<file path="src/rtl/pwm_pkg.sv">
// Shared types and default sizing for the PWM capture block.
package pwm_pkg;

    typedef enum logic [1:0] {
        CAP_IDLE = 2'd0,
        CAP_HIGH = 2'd1,
        CAP_LOW  = 2'd2
    } pwm_cap_state_t;

    localparam int unsigned PWM_CAP_CNT_W   = 22;
    localparam int unsigned PWM_CAP_TIMEOUT = 4_000_000;

endpackage

</file>
<file path="src/rtl/pwm_edge_sync.sv">
// Two-flop synchronizer plus a delay flop; yields the clean level and its edge strobes.
module pwm_edge_sync (
    input  logic clk,
    input  logic reset_n,
    input  logic pwm_in,
    output logic pwm_s,
    output logic rise,
    output logic fall
);

    logic sync1_q, sync1_d;
    logic sync2_q, sync2_d;
    logic dly_q,   dly_d;

    always_comb begin
        sync1_d = pwm_in;
        sync2_d = sync1_q;
        dly_d   = sync2_q;
    end

    always_ff @(posedge clk or negedge reset_n) begin
        if (!reset_n) begin
            sync1_q <= 1'b0;
            sync2_q <= 1'b0;
            dly_q   <= 1'b0;
        end else begin
            sync1_q <= sync1_d;
            sync2_q <= sync2_d;
            dly_q   <= dly_d;
        end
    end

    assign pwm_s = sync2_q;
    assign rise  = sync2_q & ~dly_q;
    assign fall  = ~sync2_q & dly_q;

endmodule

</file>
<file path="src/rtl/pwm_capture.sv">
// Measures high time and period of an incoming PWM signal, with a no-edge timeout.
module pwm_capture
    import pwm_pkg::*;
#(
    parameter int unsigned CNT_W       = PWM_CAP_CNT_W,
    parameter int unsigned TIMEOUT_CYC = PWM_CAP_TIMEOUT
) (
    input  logic             clk,
    input  logic             reset_n,
    input  logic             en,
    input  logic             pwm_in,
    output logic [CNT_W-1:0] high_cnt,
    output logic [CNT_W-1:0] period_cnt,
    output logic             valid,
    output logic             timeout,
    output logic             level
);

    localparam logic [CNT_W-1:0] CNT_LIMIT = CNT_W'(TIMEOUT_CYC);
    localparam logic [CNT_W-1:0] CNT_ONE   = CNT_W'(1);

    logic pwm_s;
    logic rise;
    logic fall;

    pwm_edge_sync u_sync (
        .clk     (clk),
        .reset_n (reset_n),
        .pwm_in  (pwm_in),
        .pwm_s   (pwm_s),
        .rise    (rise),
        .fall    (fall)
    );

    pwm_cap_state_t   state_q,      state_d;
    logic [CNT_W-1:0] cnt_q,        cnt_d;
    logic [CNT_W-1:0] hi_lat_q,     hi_lat_d;
    logic [CNT_W-1:0] high_cnt_q,   high_cnt_d;
    logic [CNT_W-1:0] period_cnt_q, period_cnt_d;
    logic             valid_q,      valid_d;
    logic             timeout_q,    timeout_d;
    logic             level_q,      level_d;
    logic             at_limit;

    assign at_limit = (cnt_q == CNT_LIMIT);

    // A rise always restarts the count and beats a simultaneous timeout.
    always_comb begin
        state_d      = state_q;
        cnt_d        = cnt_q;
        hi_lat_d     = hi_lat_q;
        high_cnt_d   = high_cnt_q;
        period_cnt_d = period_cnt_q;
        valid_d      = 1'b0;
        timeout_d    = timeout_q;
        level_d      = level_q;

        if (!en) begin
            state_d = CAP_IDLE;
            cnt_d   = '0;
        end else begin
            if (rise) begin
                cnt_d = CNT_ONE;
            end else if (!at_limit) begin
                cnt_d = cnt_q + CNT_ONE;
            end

            if (rise) begin
                timeout_d = 1'b0;
                state_d   = CAP_HIGH;
                if (state_q == CAP_LOW) begin
                    high_cnt_d   = hi_lat_q;
                    period_cnt_d = cnt_q;
                    valid_d      = 1'b1;
                end
            end else if (at_limit) begin
                timeout_d = 1'b1;
                level_d   = pwm_s;
                state_d   = CAP_IDLE;
            end else if (fall && (state_q == CAP_HIGH)) begin
                hi_lat_d = cnt_q;
                state_d  = CAP_LOW;
            end
        end
    end

    always_ff @(posedge clk or negedge reset_n) begin
        if (!reset_n) begin
            state_q      <= CAP_IDLE;
            cnt_q        <= '0;
            hi_lat_q     <= '0;
            high_cnt_q   <= '0;
            period_cnt_q <= '0;
            valid_q      <= 1'b0;
            timeout_q    <= 1'b0;
            level_q      <= 1'b0;
        end else begin
            state_q      <= state_d;
            cnt_q        <= cnt_d;
            hi_lat_q     <= hi_lat_d;
            high_cnt_q   <= high_cnt_d;
            period_cnt_q <= period_cnt_d;
            valid_q      <= valid_d;
            timeout_q    <= timeout_d;
            level_q      <= level_d;
        end
    end

    assign high_cnt   = high_cnt_q;
    assign period_cnt = period_cnt_q;
    assign valid      = valid_q;
    assign timeout    = timeout_q;
    assign level      = level_q;

endmodule

</file>
<file path="config.mk">
export PLATFORM = sky130hd
export DESIGN_NAME = pwm_capture
export DESIGN_NICKNAME = d
export VERILOG_FILES = /design/src/rtl/pwm_pkg.sv /design/src/rtl/pwm_edge_sync.sv /design/src/rtl/pwm_capture.sv
export SDC_FILE = /design/constraint.sdc
export NUM_CORES = 1
export LEC_CHECK = 0
export BUFFER_PORTS_ARGS = -buffer_cell sky130_fd_sc_hd__buf_4
export CAP_MARGIN = 20
export CORE_UTILIZATION = 52
export DETAILED_ROUTE_END_ITERATION = 10
export PLACE_DENSITY = 0.85
export REMOVE_ABC_BUFFERS = 1
export SYNTH_ARGS = -nofsm -noshare
export SYNTH_HDL_FRONTEND = slang
export SYNTH_SLANG_ARGS = --single-unit
</file>
<file path="constraint.sdc">
create_clock -name clk -period 2.07 [get_ports clk]
set_input_delay 0 -clock clk [delete_from_list [all_inputs] [get_ports clk]]
set_output_delay 0 -clock clk [all_outputs]
set_load 0.02 [all_outputs]
</file>
==> results of run 1 <==
worst max path at each step:
stage	to	slack (ns)	depth (start not counted)
floorplan	high_cnt[0]	-0.83	3
global placement	hi_lat_q[9]	0.20	5
detailed placement	hi_lat_q[9]	0.16	5
CTS	hi_lat_q[9]	0.14	5
global route	hi_lat_q[9]	0.05	5
finish	hi_lat_q[9]	0.16	5
kinds of logic after synthesis:
logic type / Yosys count / share of synthesized area
AO/OA/AOI/OAI: 15 / 0.0272
flip-flops: 96 / 0.587
buffers and inverters: 21 / 0.0312
adder cells (fa/ha/maj): 2 / 0.00612
AND/OR/NAND/NOR: 84 / 0.110
multiplexers: 71 / 0.212
XOR/XNOR: 12 / 0.0257
routing by layer:
metal | track usage | up-vias | part of all wire
met5 | 0 | - | 0
met4 | 0.0887 | 0 | 0.018
met3 | 0.0362 | 12 | 0.040
met2 | 0.330 | 56 | 0.48
met1 | 0.286 | 1341 | 0.46
li1 | - | 1215 | -
Yosys cell counts, drive strengths merged (2+ instances only):
cell type	n
o21ai	4
clkbuf	4
xnor2	10
inv	8
mux2i	5
o211ai	2
buf	9
ha	2
a21oi	3
mux2	66
xor2	2
or3	2
nor4	8
dfrtp	96
nand2b	6
nand3	11
nor3	3
nand4	6
and2	2
o21a	2
nor2	19
nand2	18
and3	2
registers in the layout, summed over array words and instances, names as in the netlist, 2 cells and up:
name and cells:
cnt_q 22, hi_lat_q 22, high_cnt 22, period_cnt 22
state_q 2
stage by stage:
stage / hold slack (ns) / setup TNS, ns / cells / total power, mW / setup WS, ns
after floorplan: -0.296 / -39.50 / 288 / 2.00 / -0.826
after global placement: 0.0478 / 0 / 466 / 2.08 / 0.204
after detailed placement: 0.0603 / 0 / 466 / 2.09 / 0.162
after CTS: 0.197 / 0 / 485 / 3.32 / 0.144
after global routing: 0.251 / 0 / 485 / 3.40 / 0.0489
final: 0.192 / 0 / 485 / 3.29 / 0.159
final cells by class:
cell class | count | area [um2] | area share
flip-flops and latches | 96 | 2400 | 0.483
multi-input cells | 184 | 1570 | 0.315
repair buffers | 82 | 648 | 0.130
clock buffers | 9 | 124 | 0.0249
well taps | 99 | 124 | 0.0249
clock inverters | 7 | 81.3 | 0.0163
inverters | 8 | 30.0 | 0.00603
report_power, final:
part	total [mW]	switching [mW]	internal [mW]
logic	0.144	0.0895	0.0548
registers	1.91	0.0142	1.89
clock network	1.24	0.667	0.569
==> impl_metrics.py, run 1 <==
metrics = {
    "placed_design": {
        "post-dp-hpwl_um": 5340,
        "gp_congestion": 0.834,
        "dpl_cell_area_um2": 4740,
        "io_buffers": 50,
    },
    "synthesis": {
        "syn_inst": 301,
        "ys_types": 43,
        "ys_ff_latch": 96,
        "avgSynthCellArea_um2": 13.6,
        "yosys.area.top_type_share": 0.587,
        "synth_flop_cell": "dfrtp_1",
        "yosys-top-cells-area": "dfrtp_1 (59%), mux2_2 (12%), mux2_4 (7.3%), xnor2_1 (2.1%), nor2_1 (1.7%)",
        "ys_async_sr_fraction": 1.00,
        "ys_warn_count": 0,
        "yosysSeqAreaShare": 0.587,
        "yosys.area.top_type": "dfrtp_1",
        "synth_area_um2": 4090,
        "synth_edf_count": 0,
    },
    "global_routing": {
        "grt_pass1_wl_um": 13400,
        "grt_pass1_vias": 2683,
        "gr-total-overflow": 0,
        "grt_usage": 0.209,
        "antenna_found_initial": 0,
        "grt_max_degree": 50,
    },
    "clocking": {
        "path_clk_slew_ns": 0.09,
        "htree_levels": 3,
        "cts_setup_buffers": 0,
        "clkLatencyLatePin_ns": 0.37,
        "clock_sinks": 96,
        "clock_path_buffers": 2,
        "cts_tree": "built",
        "clockRootBuffer": "clkbuf_8",
        "cts_hold_buf": 3,
        "post_cts_resized": 0,
        "cts_made_buffers": 9,
    },
    "sta": {
        "post-route-period-util": 0.923,
        "post-route-min-period_ns": 1.91,
        "max_slew_margin": 0.577,
        "rsz0062_at_grt": "false",
        "skew_ns": 0.0120,
        "final-hold-violation-count": 0,
        "slew_viol_final": 0,
        "setup_viol": 0,
        "max_freq_ghz": 0.523,
        "worst-slew-pin-transition_ns": 0.635,
    },
    "routing": {
        "drtIter0Drc": 153,
        "vias_per_cell": 5.41,
        "antenna_left": 0,
        "routedWlPerCell_um": 16.0,
        "routed_wl_um": 7740,
        "vias": 2624,
        "drcViolationCount": 0,
        "dr.pass1.iters": 4,
    },
    "outcome": {
        "outcome": "completed",
    },
    "worst_setup_path": {
        "critPathRequiredTime_ns": 2.33,
        "crit_buf_inv": 1,
        "cp_max_fo": 9,
        "arrival_ns": 2.17,
        "start_kind": "flop",
        "crit_path_top_delay_cell": "dfrtp_1",
        "worstSetupPathType": "reg -> reg",
        "reg2reg_slack_ns": 0.16,
        "end_kind": "flop",
        "path_cells": "nor4_1 -> nand4_2 -> o211ai_4 -> buf_4 -> mux2_2",
        "r2r_cells": 5,
        "setup.worst_path.start": "cnt_q[7]",
        "r2r_start": "cnt_q[7]",
        "slowest_delay_ns": 0.40,
        "crit_family": "simple AND/OR/NAND/NOR gates",
        "r2r_end": "hi_lat_q[9]",
    },
    "cells_and_area": {
        "layout_commonest_cell": "dfrtp_1",
        "nets": 387,
        "drive_above_1_share": 0.427,
        "final_core_util": 0.672,
        "diodes": 0,
        "fin_area_um2": 4980,
        "final_cell_mix": "dfrtp_1 (96), buf_4 (77), mux2_2 (44)",
        "area_growth_pct": 21.7,
        "fill_cells": 538,
    },
    "power_and_ir_drop": {
        "p_per_area_nw_per_um2": 661,
        "p_leak_nw": 2.53,
        "ir_drop_mv": 0.395,
    },
    "floorplanning": {
        "die_y_um": 90.7,
        "core_um2": 7410,
        "rows": 31,
        "io_pins": 51,
        "die_w_um": 90.7,
        "die-area_um2": 8220,
        "initial_core_util": 0.552,
    },
    "hold_path": {
        "hold_class": "in -> async",
    },
    "flow_run": {
        "maxCapViolations": 0,
    },
}
(Power assumes the default switching activity.)
==> run 2: changes to the inputs <==
--- a/config.mk
+++ b/config.mk
@@ -7,9 +7,10 @@
 export LEC_CHECK = 0
 export BUFFER_PORTS_ARGS = -buffer_cell sky130_fd_sc_hd__buf_4
 export CAP_MARGIN = 20
+export CORE_MARGIN = 5
 export CORE_UTILIZATION = 52
 export DETAILED_ROUTE_END_ITERATION = 10
-export PLACE_DENSITY = 0.85
+export PLACE_DENSITY_LB_ADDON = 0.2
 export REMOVE_ABC_BUFFERS = 1
 export SYNTH_ARGS = -nofsm -noshare
 export SYNTH_HDL_FRONTEND = slang
==> impl_metrics.py, run 2 (synthesized netlist as in run 1, its figures left out) <==
metrics = {
    "worst_setup_path": {
        "end_kind": "flop",
        "crit_family": "simple AND/OR/NAND/NOR gates",
        "arrival_ns": 2.19,
        "reg2reg_slack_ns": 0.13,
        "path_cells": "inv_1 -> ha_1 -> and3b_1 -> nand4_2 -> buf_4 -> or4_1 -> and4_1",
        "worstSetupPathType": "reg -> reg",
        "crit_buf_inv": 2,
        "start_kind": "flop",
        "slowest_delay_ns": 0.45,
        "r2r_start": "cnt_q[0]",
        "critPathRequiredTime_ns": 2.33,
        "cp_max_fo": 7,
        "setup.worst_path.start": "cnt_q[0]",
        "crit_path_top_delay_cell": "or4_1",
    },
    "clocking": {
        "clock_sinks": 96,
        "clkLatencyLatePin_ns": 0.37,
        "cts_tree": "built",
        "clockRootBuffer": "clkbuf_8",
        "clock_path_buffers": 2,
        "path_clk_slew_ns": 0.09,
        "htree_levels": 3,
        "cts_made_buffers": 9,
    },
    "floorplanning": {
        "initial_core_util": 0.532,
        "die_w_um": 98.7,
        "rows": 32,
        "io_pins": 51,
        "die-area_um2": 9740,
        "die_y_um": 98.7,
        "core_um2": 7690,
    },
    "routing": {
        "routed_wl_um": 7700,
        "vias": 2556,
        "antenna_left": 0,
        "dr.pass1.iters": 4,
        "vias_per_cell": 5.24,
        "routedWlPerCell_um": 15.8,
        "drtIter0Drc": 109,
        "drcViolationCount": 0,
    },
    "sta": {
        "max_slew_margin": 0.642,
        "worst-slew-pin-transition_ns": 0.537,
        "skew_ns": 0.0141,
        "setup_viol": 0,
        "final-hold-violation-count": 0,
        "rsz0062_at_grt": "false",
        "holdWs_ns": 0.159,
        "post-route-period-util": 0.936,
        "setup_tns_ns": 0,
        "slew_viol_final": 0,
        "max_freq_ghz": 0.516,
        "post-route-min-period_ns": 1.94,
        "final.setup.worst_slack_ns": 0.132,
    },
    "global_routing": {
        "grt_usage": 0.175,
        "gr-total-overflow": 0,
        "grt_pass1_vias": 2757,
        "grt_pass1_wl_um": 13600,
        "antenna_found_initial": 0,
        "grt_max_degree": 56,
    },
    "power_and_ir_drop": {
        "p_per_area_nw_per_um2": 683,
        "seq_power_share": 0.557,
        "p_total_mw": 3.42,
        "power.share.clock": 0.400,
        "p_leak_nw": 2.55,
        "ir_drop_mv": 0.471,
        "comb_power_share": 0.044,
        "power_switching_uw": 779,
        "switching_share": 0.228,
        "intPower_mw": 2.64,
    },
    "cells_and_area": {
        "fin_area_um2": 5010,
        "layout_commonest_cell": "dfrtp_1",
        "nets": 387,
        "drive_above_1_share": 0.430,
        "area_growth_pct": 22.4,
        "diodes": 0,
        "final_cell_mix": "dfrtp_1 (96), buf_4 (77), mux2_2 (44)",
    },
    "hold_path": {
        "hold_class": "in -> async",
    },
    "placed_design": {
        "dpl_cell_area_um2": 4740,
        "dp_slack_ns": 0.0923,
        "gp_congestion": 0.777,
        "post-dp-hpwl_um": 5330,
        "io_buffers": 50,
    },
    "flow_run": {
        "maxCapViolations": 0,
    },
    "outcome": {
        "outcome": "completed",
    },
}
[run 2: metal layers]
metal | vias to the layer above | part of all wire | global-route usage
li1 | 1214 | - | -
met1 | 1279 | 0.46 | 0.237
met2 | 52 | 0.47 | 0.270
met3 | 11 | 0.048 | 0.0403
met4 | 0 | 0.015 | 0.0756
met5 | - | 0 | 0
[run 2: path summary, 6_finish.rpt]
check                                  to  cells past startpoint
max                              cnt_q[0]                      7
min                           high_cnt[5]                      2
max reg2reg                      cnt_q[0]                      7
min reg2reg                  u_sync.pwm_s                      0
max in group asynchronous       cnt_q[14]                      3
min in group clk           u_sync.sync1_q                      2
[run 2: stage by stage]
stage	utilization	cells
6_report	0.651	488
5_1_grt	0.651	488
4_1_cts	0.651	488
3_5_place_dp	0.617	469
3_3_place_gp	0.617	469
2_1_floorplan	-	288
[run 2: repair_timing]
item                                    in CTS  in global routing
gates resized for setup                      0                  1
hold buffers                                 3                  0
endpoints found under the setup margin       0                  3
hold endpoints to repair                    45                  0
buffers inserted                             0                  0
[run 2: power groups by stage]
stage	logic [mW]	clock network (mW)	registers, mW
after floorplan	0.0529	0	1.95
after global placement	0.142	0	1.94
after detailed placement	0.148	0	1.94
after CTS	0.154	1.40	1.91
after global routing	0.170	1.47	1.91
final	0.149	1.37	1.90
[run 2: layout make-up]
type,instances,area (um2)
clock buffers,9,124
clock inverters,7,103
fillers,592,2680
inverters,8,30.0
multi-input cells,184,1570
flip-flops and latches,96,2400
well taps,102,128
repair buffers,82,648
